### src/rtl/cam_capture_pkg.sv
// Shared definitions for the camera capture block: size defaults, FSM states,
// error bit positions and test-pattern colours.
package cam_capture_pkg;

  localparam int unsigned HWIDTH_DEF = 640;
  localparam int unsigned VWIDTH_DEF = 480;
  localparam int unsigned DWIDTH_DEF = 12;

  typedef enum logic [2:0] {
    StIdle     = 3'd0,
    StArm      = 3'd1,
    StWaitHref = 3'd2,
    StB0       = 3'd3,
    StB1       = 3'd4
  } cap_state_e;

  localparam int unsigned ErrOdd   = 0;
  localparam int unsigned ErrLong  = 1;
  localparam int unsigned ErrShort = 2;
  localparam int unsigned ErrFrame = 3;

  localparam logic [11:0] TpgRed     = 12'hF00;
  localparam logic [11:0] TpgGreen   = 12'h0F0;
  localparam logic [11:0] TpgBlue    = 12'h00F;
  localparam logic [11:0] TpgYellow  = 12'hFF0;
  localparam logic [11:0] TpgCyan    = 12'h0FF;
  localparam logic [11:0] TpgMagenta = 12'hF0F;
  localparam logic [11:0] TpgWhite   = 12'hFFF;
  localparam logic [11:0] TpgBlack   = 12'h000;

  function automatic logic [11:0] tpg_color(input logic [2:0] idx);
    logic [11:0] c;
    unique case (idx)
      3'd0:    c = TpgRed;
      3'd1:    c = TpgGreen;
      3'd2:    c = TpgBlue;
      3'd3:    c = TpgYellow;
      3'd4:    c = TpgCyan;
      3'd5:    c = TpgMagenta;
      3'd6:    c = TpgWhite;
      default: c = TpgBlack;
    endcase
    return c;
  endfunction

endpackage

### src/rtl/cam_edge_det.sv
// Registered input stage: one sampling flop plus a history flop, giving the
// registered level and single-cycle rise/fall pulses.
module cam_edge_det (
  input  logic pclk,
  input  logic rst,
  input  logic din,
  output logic level,
  output logic rise,
  output logic fall
);

  logic sig_q, hist_q;

  always_ff @(posedge pclk) begin
    if (rst) begin
      sig_q  <= 1'b0;
      hist_q <= 1'b0;
    end else begin
      sig_q  <= din;
      hist_q <= sig_q;
    end
  end

  assign level = sig_q;
  assign rise  = sig_q & ~hist_q;
  assign fall  = ~sig_q & hist_q;

endmodule

### src/rtl/cam_capture.sv
// OV7670-style capture: pairs camera bytes into RGB444 pixels with x/y, frame/line pulses and
// sticky errors. Define CAM_TPG_EN to add tpg_sel, which swaps pix_data for 8 colour bars.
module cam_capture
  import cam_capture_pkg::*;
#(
  parameter int unsigned HWIDTH = HWIDTH_DEF,
  parameter int unsigned VWIDTH = VWIDTH_DEF,
  parameter int unsigned DWIDTH = DWIDTH_DEF
) (
  input  logic              pclk,
  input  logic              rst,
  input  logic              cap_en,
  input  logic              err_clr,
  input  logic              vsync_cam,
  input  logic              href_cam,
  input  logic [7:0]        d_cam,
`ifdef CAM_TPG_EN
  input  logic              tpg_sel,
`endif
  output logic              pix_valid,
  output logic [DWIDTH-1:0] pix_data,
  output logic [9:0]        pix_x,
  output logic [8:0]        pix_y,
  output logic              line_done,
  output logic              frame_start,
  output logic              frame_done,
  output logic              busy,
  output logic [3:0]        err
);

  localparam logic [9:0] HMax = 10'(HWIDTH);
  localparam logic [8:0] VMax = 9'(VWIDTH);

  logic       vsync_r, vsync_rise, vsync_fall;
  logic       href_r, href_rise, href_fall;
  logic [7:0] d_r;

  cam_edge_det u_vsync_det (
    .pclk  (pclk),
    .rst   (rst),
    .din   (vsync_cam),
    .level (vsync_r),
    .rise  (vsync_rise),
    .fall  (vsync_fall)
  );

  cam_edge_det u_href_det (
    .pclk  (pclk),
    .rst   (rst),
    .din   (href_cam),
    .level (href_r),
    .rise  (href_rise),
    .fall  (href_fall)
  );

  cap_state_e        state_q, state_d;
  logic [9:0]        col_q, col_d;
  logic [8:0]        row_q, row_d;
  logic              row_ovf_q, row_ovf_d;
  logic [7:0]        byte0_q, byte0_d;
  logic              busy_q, busy_d;
  logic [3:0]        err_q, err_d, err_set;
  logic              pix_valid_q, pix_valid_d;
  logic [DWIDTH-1:0] pix_data_q, pix_data_d, pix_c;
  logic [9:0]        pix_x_q, pix_x_d;
  logic [8:0]        pix_y_q, pix_y_d;
  logic              line_done_q, line_done_d;
  logic              frame_start_q, frame_start_d;
  logic              frame_done_q, frame_done_d;
  logic              in_line, line_end, frame_end, row_full, col_full;

  assign in_line   = (state_q == StB0) || (state_q == StB1);
  // vsync rising wins over an active line: the line is closed in the same cycle.
  assign line_end  = in_line && (vsync_rise || href_fall);
  assign frame_end = vsync_rise && (in_line || (state_q == StWaitHref));
  assign row_full  = (row_q >= VMax);
  assign col_full  = (col_q >= HMax);

`ifdef CAM_TPG_EN
  logic [2:0] bar_idx;
  assign bar_idx = 3'((32'(col_q) * 32'd8) / HWIDTH);
  assign pix_c   = tpg_sel ? DWIDTH'(tpg_color(bar_idx)) : DWIDTH'({byte0_q[3:0], d_r});
`else
  assign pix_c   = DWIDTH'({byte0_q[3:0], d_r});
`endif

  always_comb begin
    state_d       = state_q;
    col_d         = col_q;
    row_d         = row_q;
    row_ovf_d     = row_ovf_q;
    byte0_d       = byte0_q;
    busy_d        = busy_q;
    pix_valid_d   = 1'b0;
    pix_data_d    = pix_data_q;
    pix_x_d       = pix_x_q;
    pix_y_d       = pix_y_q;
    line_done_d   = 1'b0;
    frame_start_d = 1'b0;
    frame_done_d  = 1'b0;
    err_set       = '0;

    unique case (state_q)
      StIdle: begin
        if (cap_en) state_d = StArm;
      end
      StArm: begin
        if (vsync_fall) begin
          frame_start_d = 1'b1;
          busy_d        = 1'b1;
          row_d         = '0;
          row_ovf_d     = 1'b0;
          state_d       = StWaitHref;
        end
      end
      StWaitHref: begin
        // Rising edge (not level) so a line already in progress at frame start is skipped.
        if (href_rise && !vsync_r) begin
          byte0_d = d_r;
          col_d   = '0;
          state_d = StB1;
        end
      end
      StB1: begin
        if (href_r && !vsync_rise) begin
          if (col_full) begin
            err_set[ErrLong] = 1'b1;
          end else begin
            col_d = col_q + 10'd1;
            if (!row_full) begin
              pix_valid_d = 1'b1;
              pix_data_d  = pix_c;
              pix_x_d     = col_q;
              pix_y_d     = row_q;
            end
          end
          state_d = StB0;
        end
      end
      StB0: begin
        if (href_r && !vsync_rise) begin
          byte0_d = d_r;
          state_d = StB1;
        end
      end
      default: state_d = StIdle;
    endcase

    if (line_end) begin
      if (state_q == StB1) err_set[ErrOdd] = 1'b1;
      if (!col_full) err_set[ErrShort] = 1'b1;
      if (row_full) begin
        row_ovf_d = 1'b1;
      end else begin
        line_done_d = 1'b1;
        row_d       = row_q + 9'd1;
      end
      state_d = StWaitHref;
    end

    if (frame_end) begin
      frame_done_d = 1'b1;
      busy_d       = 1'b0;
      if ((row_d != VMax) || row_ovf_d) err_set[ErrFrame] = 1'b1;
      state_d = cap_en ? StArm : StIdle;
    end

    err_d = (err_clr ? 4'b0 : err_q) | err_set;
  end

  always_ff @(posedge pclk) begin
    if (rst) begin
      state_q       <= StIdle;
      col_q         <= '0;
      row_q         <= '0;
      row_ovf_q     <= 1'b0;
      byte0_q       <= '0;
      d_r           <= '0;
      busy_q        <= 1'b0;
      err_q         <= '0;
      pix_valid_q   <= 1'b0;
      pix_data_q    <= '0;
      pix_x_q       <= '0;
      pix_y_q       <= '0;
      line_done_q   <= 1'b0;
      frame_start_q <= 1'b0;
      frame_done_q  <= 1'b0;
    end else begin
      state_q       <= state_d;
      col_q         <= col_d;
      row_q         <= row_d;
      row_ovf_q     <= row_ovf_d;
      byte0_q       <= byte0_d;
      d_r           <= d_cam;
      busy_q        <= busy_d;
      err_q         <= err_d;
      pix_valid_q   <= pix_valid_d;
      pix_data_q    <= pix_data_d;
      pix_x_q       <= pix_x_d;
      pix_y_q       <= pix_y_d;
      line_done_q   <= line_done_d;
      frame_start_q <= frame_start_d;
      frame_done_q  <= frame_done_d;
    end
  end

  assign pix_valid   = pix_valid_q;
  assign pix_data    = pix_data_q;
  assign pix_x       = pix_x_q;
  assign pix_y       = pix_y_q;
  assign line_done   = line_done_q;
  assign frame_start = frame_start_q;
  assign frame_done  = frame_done_q;
  assign busy        = busy_q;
  assign err         = err_q;

endmodule

### config.mk
export PLATFORM = sky130hd
export DESIGN_NAME = cam_capture
export DESIGN_NICKNAME = d
export VERILOG_FILES = /design/src/rtl/cam_capture_pkg.sv /design/src/rtl/cam_edge_det.sv /design/src/rtl/cam_capture.sv
export SDC_FILE = /design/constraint.sdc
export NUM_CORES = 1
export LEC_CHECK = 0
export ABC_AREA = 1
export BUFFER_PORTS_ARGS = -buffer_cell sky130_fd_sc_hd__buf_2
export CAP_MARGIN = 20
export CORE_UTILIZATION = 51
export DETAILED_ROUTE_END_ITERATION = 8
export PLACE_DENSITY = 0.8
export SLEW_MARGIN = 20
export SYNTH_ARGS = -nofsm -noshare
export SYNTH_HDL_FRONTEND = slang
export SYNTH_SLANG_ARGS = --single-unit
### constraint.sdc
create_clock -name pclk -period 1.5 [get_ports pclk]
set_input_delay 0.3 -clock pclk [delete_from_list [all_inputs] [get_ports pclk]]
set_output_delay 0.3 -clock pclk [all_outputs]
set_load 0.02 [all_outputs]
=== After elaboration in Yosys (flattened, before gate mapping) ===
Index checks and enable logic that the tools add are counted.

* Word-level logic and storage cells: 111
* Register bits: 79
* Output and inout port bits: 40

* Order comparisons: 2
* Mux-type cells: 37
* Reductions and logical operators: 22
* Bitwise gates (word level): 15
* $add $sub $neg: 2
* Equality and inequality tests: 14

{| class="wikitable"
|+ Operators by type and width
! operator !! count
|-
| 9-bit 2-to-1 mux || 4
|-
| 10-bit 2-to-1 mux || 3
|-
| 3-bit 2-to-1 mux || 7
|-
| 10-bit one-hot mux with 2 select lines || 1
|-
| 1-bit 2-to-1 mux || 17
|-
| 4-bit by 3-bit inequality test with 1-bit output (second input constant) || 4
|-
| 3-bit one-hot mux with 5 select lines || 1
|-
| 4-bit 2-to-1 mux || 3
|-
| 10-bit by 1-bit adder with 10-bit output (second input constant) || 1
|-
| 10-bit >= comparator (second input constant) || 1
|-
| 1-bit NOT || 10
|-
| 9-bit by 1-bit adder with 9-bit output (second input constant) || 1
|-
| 9-bit >= comparator (second input constant) || 1
|-
| 9-bit inequality test (second input constant) || 1
|-
| 4-bit one-hot mux with 2 select lines || 1
|-
| 4-bit AND reduction || 2
|-
| 3-bit by 2-bit equality test with 1-bit output (second input constant) || 2
|-
| 2-bit by 1-bit inequality test with 1-bit output (second input constant) || 3
|-
| 2-bit OR reduction || 3
|-
| 5-bit AND reduction || 1
|-
| 1-bit AND || 4
|-
| 1-bit logical AND || 4
|-
| 1-bit logical OR || 4
|-
| 4-bit inequality test (second input constant) || 1
|-
| 10 further kinds || 12
|}

=== Depth between registers and ports, before layout ===
* Word-level depth: 11
* Depth in mapped cells: 13
* Mapped depth without buffers: 13

=== Hierarchy ===
Synthesis repeated with hierarchy kept, for this count alone.

* Cells, all modules: 451
* Area, all modules: 3321.9 um^2

{| class="wikitable"
|+ Modules (own cells, without submodules)
! module !! area an instance (um^2) !! cells an instance !! times used !! sequential area each (um^2)
|-
| cam_capture || 3189.3 || 433 || 1 || 1501.4
|-
| cam_edge_det || 66.3 || 9 || 2 || 40.0
|}

=== Worst setup path after synthesis ===
No wires, ideal clock.

* Kind: register to register
* From: register state_q[0]
* To: register err_q[3], in the netlist err[3]
* Buffers on the path: 0
* Slack: 74 ps
* Arrival time: 1314 ps
* Clock period less this slack: 1426 ps
* Stages on the path, launching flop included: 13
* Data required time: 1388 ps
* Cells stage by stage: dfxtp_1 nor2_2 nand2_4 nand2_4 nand3_4 nor2_4 inv_2 nand2_2 nand2_1 nor2_1 nand3_1 nand2_1 nand2_1

* Word-level cells in the longest chain between the ends: 9
* Elaborated cells between the ends (all ways): 19
* Classes of those cells: 5 x eq/ne; 8 x mux; 1 x bitwise; 5 x reduce/logical

{| class="wikitable"
|+ Ends and longest elaborated chain
! element !! RTL line !! text
|-
| start, declared || cam_capture.sv:56 || <nowiki>cap_state_e state_q, state_d;</nowiki>
|-
| start signal, assigned || cam_capture.sv:173 || <nowiki>state_q <= StIdle;</nowiki>
|-
| start signal, assigned || cam_capture.sv:189 || <nowiki>state_q <= state_d;</nowiki>
|-
| 3-bit by 1-bit equality test with 1-bit output (tied with other cells) || cam_capture.sv:103 || <nowiki>unique case (state_q)</nowiki>
|-
| 9-bit 2-to-1 mux or 1-bit logical OR (tied branches) || cam_capture.sv:103, cam_capture.sv:72 ||
|-
| 9-bit 2-to-1 mux or 1-bit logical AND (tied branches) || cam_capture.sv:152, cam_capture.sv:74 ||
|-
| 9-bit 2-to-1 mux || cam_capture.sv:149 || <nowiki>if (line_end) begin</nowiki>
|-
| 9-bit inequality test || cam_capture.sv:164 || <nowiki>if ((row_d != VMax) || row_ovf_d) err_set[ErrFrame] = 1'b1;</nowiki>
|-
| 1-bit logical OR || cam_capture.sv:164 ||
|-
| 1-bit 2-to-1 mux || cam_capture.sv:164 ||
|-
| 1-bit 2-to-1 mux (*) || cam_capture.sv:161 || <nowiki>if (frame_end) begin</nowiki>
|-
| 4-bit OR (*) || cam_capture.sv:168 || <nowiki>err_d = (err_clr ? 4'b0 : err_q) | err_set;</nowiki>
|-
| end signal, assigned || cam_capture.sv:196 || <nowiki>err_q <= err_d;</nowiki>
|-
| end, declared || cam_capture.sv:62 || <nowiki>logic [3:0] err_q, err_d, err_set;</nowiki>
|}

Mark *: on every way between the ends. The rest lies on a longest branch, timed or not.
A chain may end at the register's enable or synchronous reset.

=== Worst setup path after layout ===
* From: register state_q[0]
* To: register state_q[1]

* Word-level cells in the longest chain between the ends: 6
* Elaborated cells between the ends (all ways): 18
* Classes of those cells: 9 x eq/ne; 3 x mux; 6 x reduce/logical

{| class="wikitable"
|+ Ends and longest elaborated chain
! element !! RTL line !! text
|-
| 3-bit by 2-bit equality test with 1-bit output or 3-bit equality test (tied branches) || cam_capture.sv:72, cam_capture.sv:103 ||
|-
| 1-bit logical OR || cam_capture.sv:72 || <nowiki>assign in_line = (state_q == StB0) || (state_q == StB1);</nowiki>
|-
| 1-bit logical OR || cam_capture.sv:75 || <nowiki>assign frame_end = vsync_rise && (in_line || (state_q == StWaitHref));</nowiki>
|-
| 1-bit logical AND || cam_capture.sv:75 ||
|-
| 4-bit by 3-bit inequality test with 1-bit output (no line) or 4-bit inequality test (tied branches) || n/a ||
|-
| 5-bit AND reduction (no line) || n/a ||
|}

Several ways; a longest one is shown, not always the timed one.

==> impl_summary.md <==
Power and ir drop
The share of power burned in combinational logic is 0.331. The sequential power share is 0.403. The cell area power density is 1350 mW/mm². The highest ir drop seen on vdd is 686 µV. The cell internal power dissipation is 3.94 mW. The clock network fraction of total power is 0.266. Summed over all nets, the switching power comes to 2.28 mW.

The post-layout total power is 6.21 mW. The reported leakage power is 2.13 nW. Of the total power, the share spent switching nets is 0.366.

Logic synthesis
The flop and latch count out of synthesis is 79. The synthesis warning total is 0. Counting distinct cell types in the post-synthesis netlist gives 41. The mean instance size in the synthesized netlist is 7.69 µm².

Among all flip-flop cells after synthesis, the most frequent one is dfxtp_1. The post-synthesis instance area is 0.00344 mm². The number of standard cells after synthesis is 447. The number of nets in the synthesized netlist is 465. The share of the synthesized area in the top cell type is 0.460. The top cell type by total area after synthesis is dfxtp_1.

The number of flops mapped to enable cells by yosys is 0. Sorting the synthesized cells by area gives the leading types as dfxtp_1, nor2_1, nand2_1, inv_1, o21ai_0. The sequential share of the synthesized area is 0.460. The fraction of registers with async set or reset after synthesis is 0.

Floorplan
The initial standard-cell utilization of the core is 0.535. The area of the core is 0.00642 mm². The die height is 84.1 µm. During I/O placement, the number of pins put on the boundary was 54. The floorplan die area is 0.00707 mm². The number of placement rows is 29. From left edge to right edge, the die measures 84.1 µm.

Clock tree
The number of buffers created by CTS is 9. The post-CTS clock slew at the launch and capture registers of the worst setup and hold paths is 0.09 ns. The H-tree was split into 3 levels. The clock passes through at most 2 buffers.

The insertion delay of the later-clocked pin in the worst-skew pair is 0.37 ns. The tree is rooted in a clkbuf_8. TritonCTS built the clock tree. Clock tree synthesis found a total of 79 sinks.

Timing
Across the routed clock network, the largest skew measured is 0.0108 ns. After layout, the minimum clock period comes to 1.62 ns. Of the available clock period, the critical path in the final layout requires 1.08. The minimum hold slack is 0.123 ns. Timing would allow up to 0.617 GHz. The total count of hold-check failures in the final report is 0.

Setup repair after global routing could not meet its margin everywhere. The setup-violating endpoint count in the final report is 10. The relative slew slack is 0.777.

The count of pins over their slew limit was 0. For the pin with the worst max-slew slack, the measured transition is 0.331 ns. The setup TNS is -0.578 ns. The final critical-path setup slack is -0.120 ns.

Routing
The starting DRC count in detailed routing is 197. Dividing the detail-routed wire length by the instance count gives 14.2 µm. The number of detailed-routing iterations run before antenna repair is 7. The number of nets with antenna violations after routing is 0.

The final routed DRC violation total is 8. In the routed layout, each cell is associated on average with a via count of 5.32. For this block, the routed nets add up to 9.04 mm of wire. The detailed-route via count is 3,381.

Setup path
The number of cells on the worst reg-to-reg path is 12. The critical path is of the reg2reg type. In this run the register-to-register setup slack is -0.12 ns. The data required time of the worst path is 1.75 ns. On the worst path, the slowest cell contributes a delay of 0.40 ns. In this run the critical register-to-register path is captured at state_q[1]. The maximum fanout count along the critical path is 5.

The worst setup path is captured at a register. The arrival time reported for the critical path endpoint is 1.87 ns. Together, buffers and inverters on the worst path number 4.

In this run the critical register-to-register path is launched from state_q[0]. On the critical path, the stage with the largest delay is an instance of dfxtp_4. STA classifies the critical path startpoint as a register. Among cell families on the critical path, the largest total delay comes from simple AND/OR/NAND/NOR gates. Walking the worst path, the cells encountered are inv_4 -> nand2_4 -> nor2_4 -> buf_4 -> buf_4 -> o21bai_2 -> nand2_1 -> inv_2 -> nand2_2 -> nand2_2 -> o21ai_1 -> a21oi_1.

Finish
The number of diodes added for antenna fixing is 0. In the final design database the tool counted 572 nets. The share of layout cells above drive strength 1 is 0.397. The most common library cell in the layout ignoring fill and taps is nor2_1. Leaving out fill and tap cells, the most frequent cells in the layout are nor2_1, dfxtp_1, nand2_1, buf_2, buf_4. The area added between synthesis and finish is 33.8%.

Global route
Global routing finished with a remaining overflow of 0. The number of antenna violations at the first check in global routing is 0. The largest net degree at the start of global routing is 34. The via count of the first global-routing pass is 2,990.

The total routing usage reported by global routing is 0.237. The first-pass GRT wire length is 13.3 mm.

Outcome
The final reports fail on design-rule violations, negative setup slack. The flow ran to the end, but the final reports show violations.

Place
The congestion estimate from routability-driven global placement came to 0.922. Port buffering added 53 buffers. The half-perimeter wire length after placement is 5.53 mm.

Worst hold path
The number of cells on the worst hold path is 3. The class of the worst hold path is in2reg. The worst min-delay path startpoint is d_cam[7]. The path with the worst hold slack has its endpoint at d_r[7].

Run
Across the run, the number of max-cap violations was 0.
cell usage after synthesis, types with 3 or more instances:
cell type and count:
a21oi_1 17, a21oi_2 9, buf_6 4, clkbuf_1 7, dfxtp_1 79, ha_1 4, inv_1 39, inv_2 10
inv_4 3, nand2_1 69, nand2_2 8, nand2_4 4, nand3_1 20, nand3_2 3, nand4_1 7, nor2_1 90
nor2_2 3, nor2_4 3, nor3_1 5, o21ai_0 23, o21ai_1 17, xor2_1 4
worst min-delay path: cells and delay by family:
family                 cells  cell delay (ns)
buffers and inverters      2             0.13
and+or+nand+nor            1             0.03
per-stage QoR:
step / setup WS (ns) / utilization / cells / area (µm²)
6_report: -0.120 / 0.716 / 636 / 4600
5_1_grt: -0.203 / 0.716 / 636 / 4600
4_1_cts: -0.0216 / 0.682 / 628 / 4380
3_5_place_dp: -0.0637 / 0.630 / 602 / 4050
3_3_place_gp: 0.00119 / 0.630 / 602 / 4050
2_1_floorplan: 0.0742 / - / 447 / 3440
kinds of logic after synthesis:
family,count (synthesis),synth area share
xor+xnor,5,0.0127
simple gates,219,0.302
fa+ha+maj,4,0.0146
flops,79,0.460
buf+inv,67,0.0848
compound gates,73,0.126
worst max path at each step:
stage / from / end / slack [ns] / cells past startpoint
after floorplan: state_q[0] / err[3] / 0.07 / 12
after global placement: row_q[7] / err[3] / 0.001 / 10
after detailed placement: row_q[7] / err[3] / -0.06 / 10
after CTS: state_q[1] / byte0_q[2] / -0.02 / 12
after global routing: state_q[1] / err[3] / -0.20 / 12
final: state_q[0] / state_q[1] / -0.12 / 12
power groups by stage:
| stage | combinational [mW] | sequential (mW) | clock, mW |
|---|---|---|---|
| global route | 2.21 | 2.53 | 1.74 |
| detailed placement | 1.58 | 2.48 | 0 |
| finish | 2.06 | 2.50 | 1.65 |
| CTS | 1.78 | 2.46 | 1.66 |
| global placement | 1.53 | 2.48 | 0 |
| floorplan | 1.05 | 2.56 | 0 |
what timing repair did:
action | in CTS | in global routing
setup endpoints to repair | 8 | 20
setup buffers | 10 | 8
pin swaps | 10 | 13
hold buffers | 0 | 0
gates resized for setup | 18 | 52
per-layer routing:
layer	vias up	global-route usage	wire [µm]
li1	1643	-	-
met1	1564	0.280	3660
met2	133	0.411	4580
met3	41	0.0603	461
met4	0	0.0909	340
met5	-	0	0
flip-flops by register name, indices dropped and copies added, names as in the netlist, 3 cells and up:
name	count
d_r	8
byte0_q	4
pix_x	10
err	4
row_q	9
col_q	10
state_q	3
pix_y	9
pix_data	12
area by class of cell:
cell class / instances / area [µm²]
fillers: 464 / 1820
multi-input cells: 301 / 1730
flip-flops and latches: 79 / 1610
repair buffers: 110 / 738
inverters: 53 / 226
clock buffers: 9 / 124
well taps: 77 / 96.3
clock inverters: 7 / 80.1
Note: power is estimated with default switching activity, not from simulation.
